<file path="src/rtl/wb_pkg.sv">
// wb_pkg: shared state encoding, sizing helper and default SoC address map for the Wishbone fabric
package wb_pkg;

    typedef enum logic [1:0] {IDLE, ACTIVE, ERRRESP} state_t;

    localparam logic [31:0] BOOTROM_BASE = 32'hb000_0000;
    localparam logic [31:0] SRAM_BASE    = 32'hb000_8000;
    localparam logic [31:0] IO_BASE      = 32'hc000_0000;
    localparam logic [31:0] BOOTROM_MASK = 32'hffff_8000;
    localparam logic [31:0] SRAM_MASK    = 32'hffff_8000;
    localparam logic [31:0] IO_MASK      = 32'hfff0_0000;

    function automatic int clog2(input int v);
        int r;
        for (r = 0; (1 << r) < v; r++) begin
        end
        return r;
    endfunction

endpackage

</file>
<file path="src/rtl/wb_addr_decode.sv">
// wb_addr_decode: combinational base/mask decode to one-hot hit, slave index and unmapped flag
module wb_addr_decode
    import wb_pkg::*;
#(
    parameter int N_SLAVES = 2,
    parameter int AW = 32,
    parameter int IW = (N_SLAVES > 1) ? clog2(N_SLAVES) : 1,
    parameter logic [N_SLAVES*AW-1:0] SLAVE_BASE = {SRAM_BASE, BOOTROM_BASE},
    parameter logic [N_SLAVES*AW-1:0] SLAVE_MASK = {SRAM_MASK, BOOTROM_MASK}
) (
    input  logic [AW-1:0]       addr,
    output logic [N_SLAVES-1:0] hit,
    output logic [IW-1:0]       idx,
    output logic                unmapped
);

    // scanning downwards lets the lowest matching slave overwrite the others
    always_comb begin
        idx = '0;
        unmapped = 1'b1;
        hit = '0;
        for (int k = N_SLAVES - 1; k >= 0; k--)
            if ((addr & SLAVE_MASK[k*AW +: AW]) == SLAVE_BASE[k*AW +: AW]) begin
                idx = IW'(k);
                unmapped = 1'b0;
            end
        for (int k = 0; k < N_SLAVES; k++)
            hit[k] = !unmapped && idx == IW'(k);
    end

endmodule

</file>
<file path="src/rtl/wb_interconnect.sv">
// wb_interconnect: single-master to N-slave pipelined Wishbone B4 fabric with outstanding tracking and bus errors
module wb_interconnect
    import wb_pkg::*;
#(
    parameter int N_SLAVES = 2,
    parameter int AW = 32,
    parameter int DW = 32,
    parameter logic [N_SLAVES*AW-1:0] SLAVE_BASE = {SRAM_BASE, BOOTROM_BASE},
    parameter logic [N_SLAVES*AW-1:0] SLAVE_MASK = {SRAM_MASK, BOOTROM_MASK},
    parameter int MAX_OUTSTANDING = 4,
    parameter int TIMEOUT = 255
) (
    input  logic                   clk,
    input  logic                   reset,
    input  logic                   i_wb_cyc,
    input  logic                   i_wb_stb,
    input  logic                   i_wb_we,
    input  logic [AW-1:0]          i_wb_addr,
    input  logic [DW-1:0]          i_wb_data,
    input  logic [DW/8-1:0]        i_wb_sel,
    output logic [DW-1:0]          o_wb_data,
    output logic                   o_wb_stall,
    output logic                   o_wb_ack,
    output logic                   o_wb_err,
    output logic [AW-1:0]          o_fault_addr,
    output logic [N_SLAVES-1:0]    o_s_cyc,
    output logic [N_SLAVES-1:0]    o_s_stb,
    output logic                   o_s_we,
    output logic [AW-1:0]          o_s_addr,
    output logic [DW-1:0]          o_s_data,
    output logic [DW/8-1:0]        o_s_sel,
    input  logic [N_SLAVES*DW-1:0] i_s_data,
    input  logic [N_SLAVES-1:0]    i_s_stall,
    input  logic [N_SLAVES-1:0]    i_s_ack,
    input  logic [N_SLAVES-1:0]    i_s_err
);

    localparam int IW = (N_SLAVES > 1) ? clog2(N_SLAVES) : 1;
    localparam int CW = clog2(MAX_OUTSTANDING + 1);
    localparam int TW = (TIMEOUT > 0) ? clog2(TIMEOUT + 1) : 1;

    state_t state;
    logic [IW-1:0] cur_sel, idx;
    logic [CW-1:0] count, cnt_nxt;
    logic [TW-1:0] tmo;
    logic [N_SLAVES-1:0] hit;
    logic unmapped, busy, req, err_pend, own_stall, accept, s_ack, s_err, resp, tmo_hit;

    wb_addr_decode #(
        .N_SLAVES(N_SLAVES), .AW(AW), .IW(IW), .SLAVE_BASE(SLAVE_BASE), .SLAVE_MASK(SLAVE_MASK)
    ) u_decode (
        .addr(i_wb_addr), .hit(hit), .idx(idx), .unmapped(unmapped)
    );

    assign o_s_we = i_wb_we;
    assign o_s_addr = i_wb_addr;
    assign o_s_data = i_wb_data;
    assign o_s_sel = i_wb_sel;

    always_comb begin
        busy = count != '0;
        req = i_wb_cyc && i_wb_stb;
        err_pend = state == ERRRESP;
        // a new target is only reachable once every response from the current slave is back
        own_stall = (count == CW'(MAX_OUTSTANDING)) || (busy && (unmapped || idx != cur_sel)) || err_pend;
        o_wb_stall = own_stall || (!unmapped && i_s_stall[idx]);
        accept = req && !o_wb_stall;
        s_ack = busy && i_s_ack[cur_sel];
        s_err = busy && i_s_err[cur_sel];
        resp = s_ack || s_err;
        tmo_hit = TIMEOUT != 0 && busy && !resp && tmo == TW'(TIMEOUT);
        o_wb_ack = s_ack;
        o_wb_err = s_err || tmo_hit || err_pend;
        o_wb_data = i_s_data[cur_sel*DW +: DW];
        o_s_stb = hit & {N_SLAVES{req && !own_stall}};
        o_s_cyc = {N_SLAVES{i_wb_cyc}} & (o_s_stb | ({N_SLAVES{busy}} & (N_SLAVES'(1) << cur_sel)));
        cnt_nxt = count + CW'(accept) - CW'(resp);
    end

    always_ff @(posedge clk or negedge reset) begin
        if (!reset) begin
            state <= IDLE;
            cur_sel <= '0;
            count <= '0;
            tmo <= '0;
            o_fault_addr <= '0;
        end else if (!i_wb_cyc) begin
            state <= IDLE;
            count <= '0;
            tmo <= '0;
        end else begin
            count <= tmo_hit ? '0 : cnt_nxt;
            tmo <= (TIMEOUT == 0 || tmo_hit || !busy || resp) ? '0 : tmo + 1'b1;
            state <= (accept && unmapped) ? ERRRESP : (!tmo_hit && cnt_nxt != '0) ? ACTIVE : IDLE;
            if (accept && !unmapped)
                cur_sel <= idx;
            if (accept && unmapped)
                o_fault_addr <= i_wb_addr;
        end
    end

endmodule

</file>
<file path="config.mk">
export PLATFORM = sky130hd
export DESIGN_NAME = wb_interconnect
export DESIGN_NICKNAME = d
export VERILOG_FILES = /design/src/rtl/wb_pkg.sv /design/src/rtl/wb_addr_decode.sv /design/src/rtl/wb_interconnect.sv
export SDC_FILE = /design/constraint.sdc
export NUM_CORES = 1
export LEC_CHECK = 0
export BUFFER_PORTS_ARGS = -buffer_cell sky130_fd_sc_hd__buf_2
export CAP_MARGIN = 10
export CORE_AREA = 2 2 111 113
export DETAILED_ROUTE_END_ITERATION = 8
export DIE_AREA = 0 0 113 115
export PLACE_DENSITY = 0.65
export SLEW_MARGIN = 20
export SYNTH_ARGS = -nofsm -noshare
export SYNTH_HDL_FRONTEND = slang
export SYNTH_SLANG_ARGS = --single-unit
</file>
<file path="constraint.sdc">
create_clock -name clk -period 6.8 [get_ports clk]
set_input_delay 1.36 -clock clk [delete_from_list [all_inputs] [get_ports clk]]
set_output_delay 1.36 -clock clk [all_outputs]
set_load 0.05 [all_outputs]
</file>
==> results.txt <==
area of the multi-input gates - 1340 sq um
WS Path Type - input pin to output port
final core occ - 33.5%
Tmin final - 4.37 ns
first-pass GRT wire length - 12000 um
hold_buf cts - 0
crit path cell chain - buf_2 > nor4_1 > and4_1 > and4b_1 > o21a_1 > buf_2
YS warnings - 0
number of flops mapped to enable cells by yosys - 0
grt ovf - 0
PD cells - 434 nW/um^2
endpoints failing hold - 0
failing checks - DRC
Worst Hold Class - flop to flop
Mean Syn Cell Area - 11.7 sq um
initial antenna violation count - 0
vias in the first global route - 2376
clk sink count - 46
Starting Density - 26.4%
wire per inst - 15.3 um
Root Buffer Master - clkbuf_16
max-capacitance violation count - 0
critical path's largest stage delay - 0.50 ns
post-synthesis register bit count - 46
Routed WL - 8450 um
PostCTS Resize Cnt - 0
TritonRoute pass-1 iters - 8
ANT cells - 0
Peak VDD IR - 328 uV
antenna-violating nets left - 0
Clock Path Buffers - 2
CP Max Fanout - 4
Main synth FF type - dfrtp_1
Slowest cell on crit path - nor4_1
CTS tree - built
Slew Viols, Final - 0
die height - 115 um
die span in x - 113 um
Worst-path clk slew - 0.06 ns
Rel. slew slack - 56.5%
Post-synth ARST share - 100%
achievable frequency - 229 MHz
dpl ws - 2.46 ns
Tot GR Track Use - 11.8%
CTS H-tree depth - 2
Critical Path End Type - output port
Residual DRC - 19
worst path arrival time - 3.01 ns
RePlAce Congestion - 0.753
Vias/cell - 4.36
distinct cell type count of the synthesized netlist - 44
die area - 13000 sq um
top post-synthesis cells by area - dfrtp_1 (37%), buf_4 (17%), mux2_2 (13%), mux2_4 (13%), xor2_1 (1.4%)
Final HPWL DP - 7020 um
Row Count - 40
Reg area - 1150 sq um
DR vias - 2417
Syn-to-layout area delta - 27.1%
Post-CTS Setup Inserts - 0
Fillers - 1182
fin nets - 553
unrepaired setup endpoints after global routing - false
ratio of final minimum period to clock period - 64.2%
final setup margin - 2.43 ns
most used cell, CP - buf_2
Ports - 283
port bufs - 208
largest net degree at the start of global routing - 47
register area share after synthesis - 37.0%
post-synth top area share - 37.0%
clk_lat worst skew - 0.28 ns
layout cells sized above 1 - 69.8%
Synth Net Count - 414
Mapped Cells - 267
CTS buffer count - 5
worst slew pin tran - 0.653 ns
Final Setup Violations - 0
status - finished, violations left
Worst Setup Start Kind - input pin
post-synth top area cell - dfrtp_1
post-route setup TNS - 0 ns
leak pwr - 2.10 nW
mapped cell area - 3110 sq um
Clock Skews - 0.00575 ns
Core Box Area - 11800 sq um
critical path required time - 5.44 ns
DRT iter0 DRCs - 107
flip-flops by register name (all words and copies together), names as in the netlist:
name,flops
o_fault_addr,32
count,3
tmo,8
cur_sel,1
state,2
where the power goes:
group / total [W] / switching (W) / internal [W]
combinational: 0.000954 / 0.000649 / 0.000305
clock: 0.000318 / 0.0000976 / 0.000220
sequential: 0.000447 / 0.0000636 / 0.000383
cell families (layout without fill, tap and decap cells):
| group | Yosys count | in the layout | share of synthesized area (%) |
|---|---|---|---|
| muxes | 67 | 67 | 27.4 |
| DFF | 46 | 46 | 37.0 |
| AOI/OAI and AO/OA | 10 | 10 | 2.33 |
| adders and majority gates | 4 | 4 | 1.85 |
| buffers and inverters | 85 | 225 | 19.9 |
| and+or+nand+nor | 47 | 47 | 9.33 |
| xor gates and xnor gates | 8 | 8 | 2.25 |
cell usage after synthesis (3+ instances only):
master,number
and2_1,5
buf_1,3
buf_4,69
dfrtp_1,46
ha_1,3
inv_1,8
mux2_2,36
mux2_4,27
mux2i_1,3
nand2_1,5
nand3_1,4
nand4_1,4
nor2_1,11
xnor2_1,3
xor2_1,5
path summary, 6_finish.rpt:
| path | from | to | slack, ns | depth (start not counted) |
|---|---|---|---|---|
| setup / recovery | i_wb_addr[20] | o_s_cyc[0] | 2.43 | 6 |
| hold / removal | tmo[0]$_DFF_PN0_ | tmo[0]$_DFF_PN0_ | 0.49 | 1 |
| setup reg to reg | cur_sel$_DFFE_PN0P_ | state[0]$_DFF_PN0_ | 3.88 | 11 |
| hold reg to reg | tmo[0]$_DFF_PN0_ | tmo[0]$_DFF_PN0_ | 0.49 | 1 |
| max in group asynchronous | reset | tmo[1]$_DFF_PN0_ | 5.33 | 1 |
| min in group asynchronous | reset | o_fault_addr[1]$_DFFE_PN0P_ | 1.07 | 1 |
critical path, delay by kind of cell:
kind                   cells  cell delay (ns)
AND/OR/NAND/NOR            3             1.14
AO/OA/AOI/OAI              1             0.14
buffers and inverters      2             0.37
placed cells by master, fill, tap and decap left out, drive strengths merged, types with 3 or more instances in the layout:
cell	n
and2	5
clkbuf	6
inv	8
ha	3
xnor2	3
buf	209
nor2	11
nand4	4
mux2i	3
nor3	3
xor2	5
mux2	64
nand3	5
nand2	5
dfrtp	46
metal layers:
metal | vias up | routed length, um | global-route usage (%)
li1 | 1123 | - | -
met1 | 1145 | 2830 | 11.8
met2 | 135 | 4800 | 23.6
met3 | 14 | 724 | 3.22
met4 | 0 | 104 | 3.74
met5 | - | 0 | 0
layout make-up:
cell class	count	share of cell area, %
repair buffers	209	26.6
multi-input cells	136	33.9
clock inverters	2	1.52
inverters	8	0.759
well taps	147	4.65
flip-flops and latches	46	29.1
clock buffers	6	3.51
per-stage QoR:
step                      cell area (sq um)  power [W]  hold WS (ns)  std cells
after floorplan                        3110    0.00126         0.448        267
after global placement                 3760    0.00140         0.468        546
after detailed placement               3760    0.00141         0.477        546
after CTS                              3960    0.00174         0.485        554
after global routing                   3960    0.00180         0.521        554
final                                  3960    0.00172         0.486        554
(Power assumes the default switching activity.)
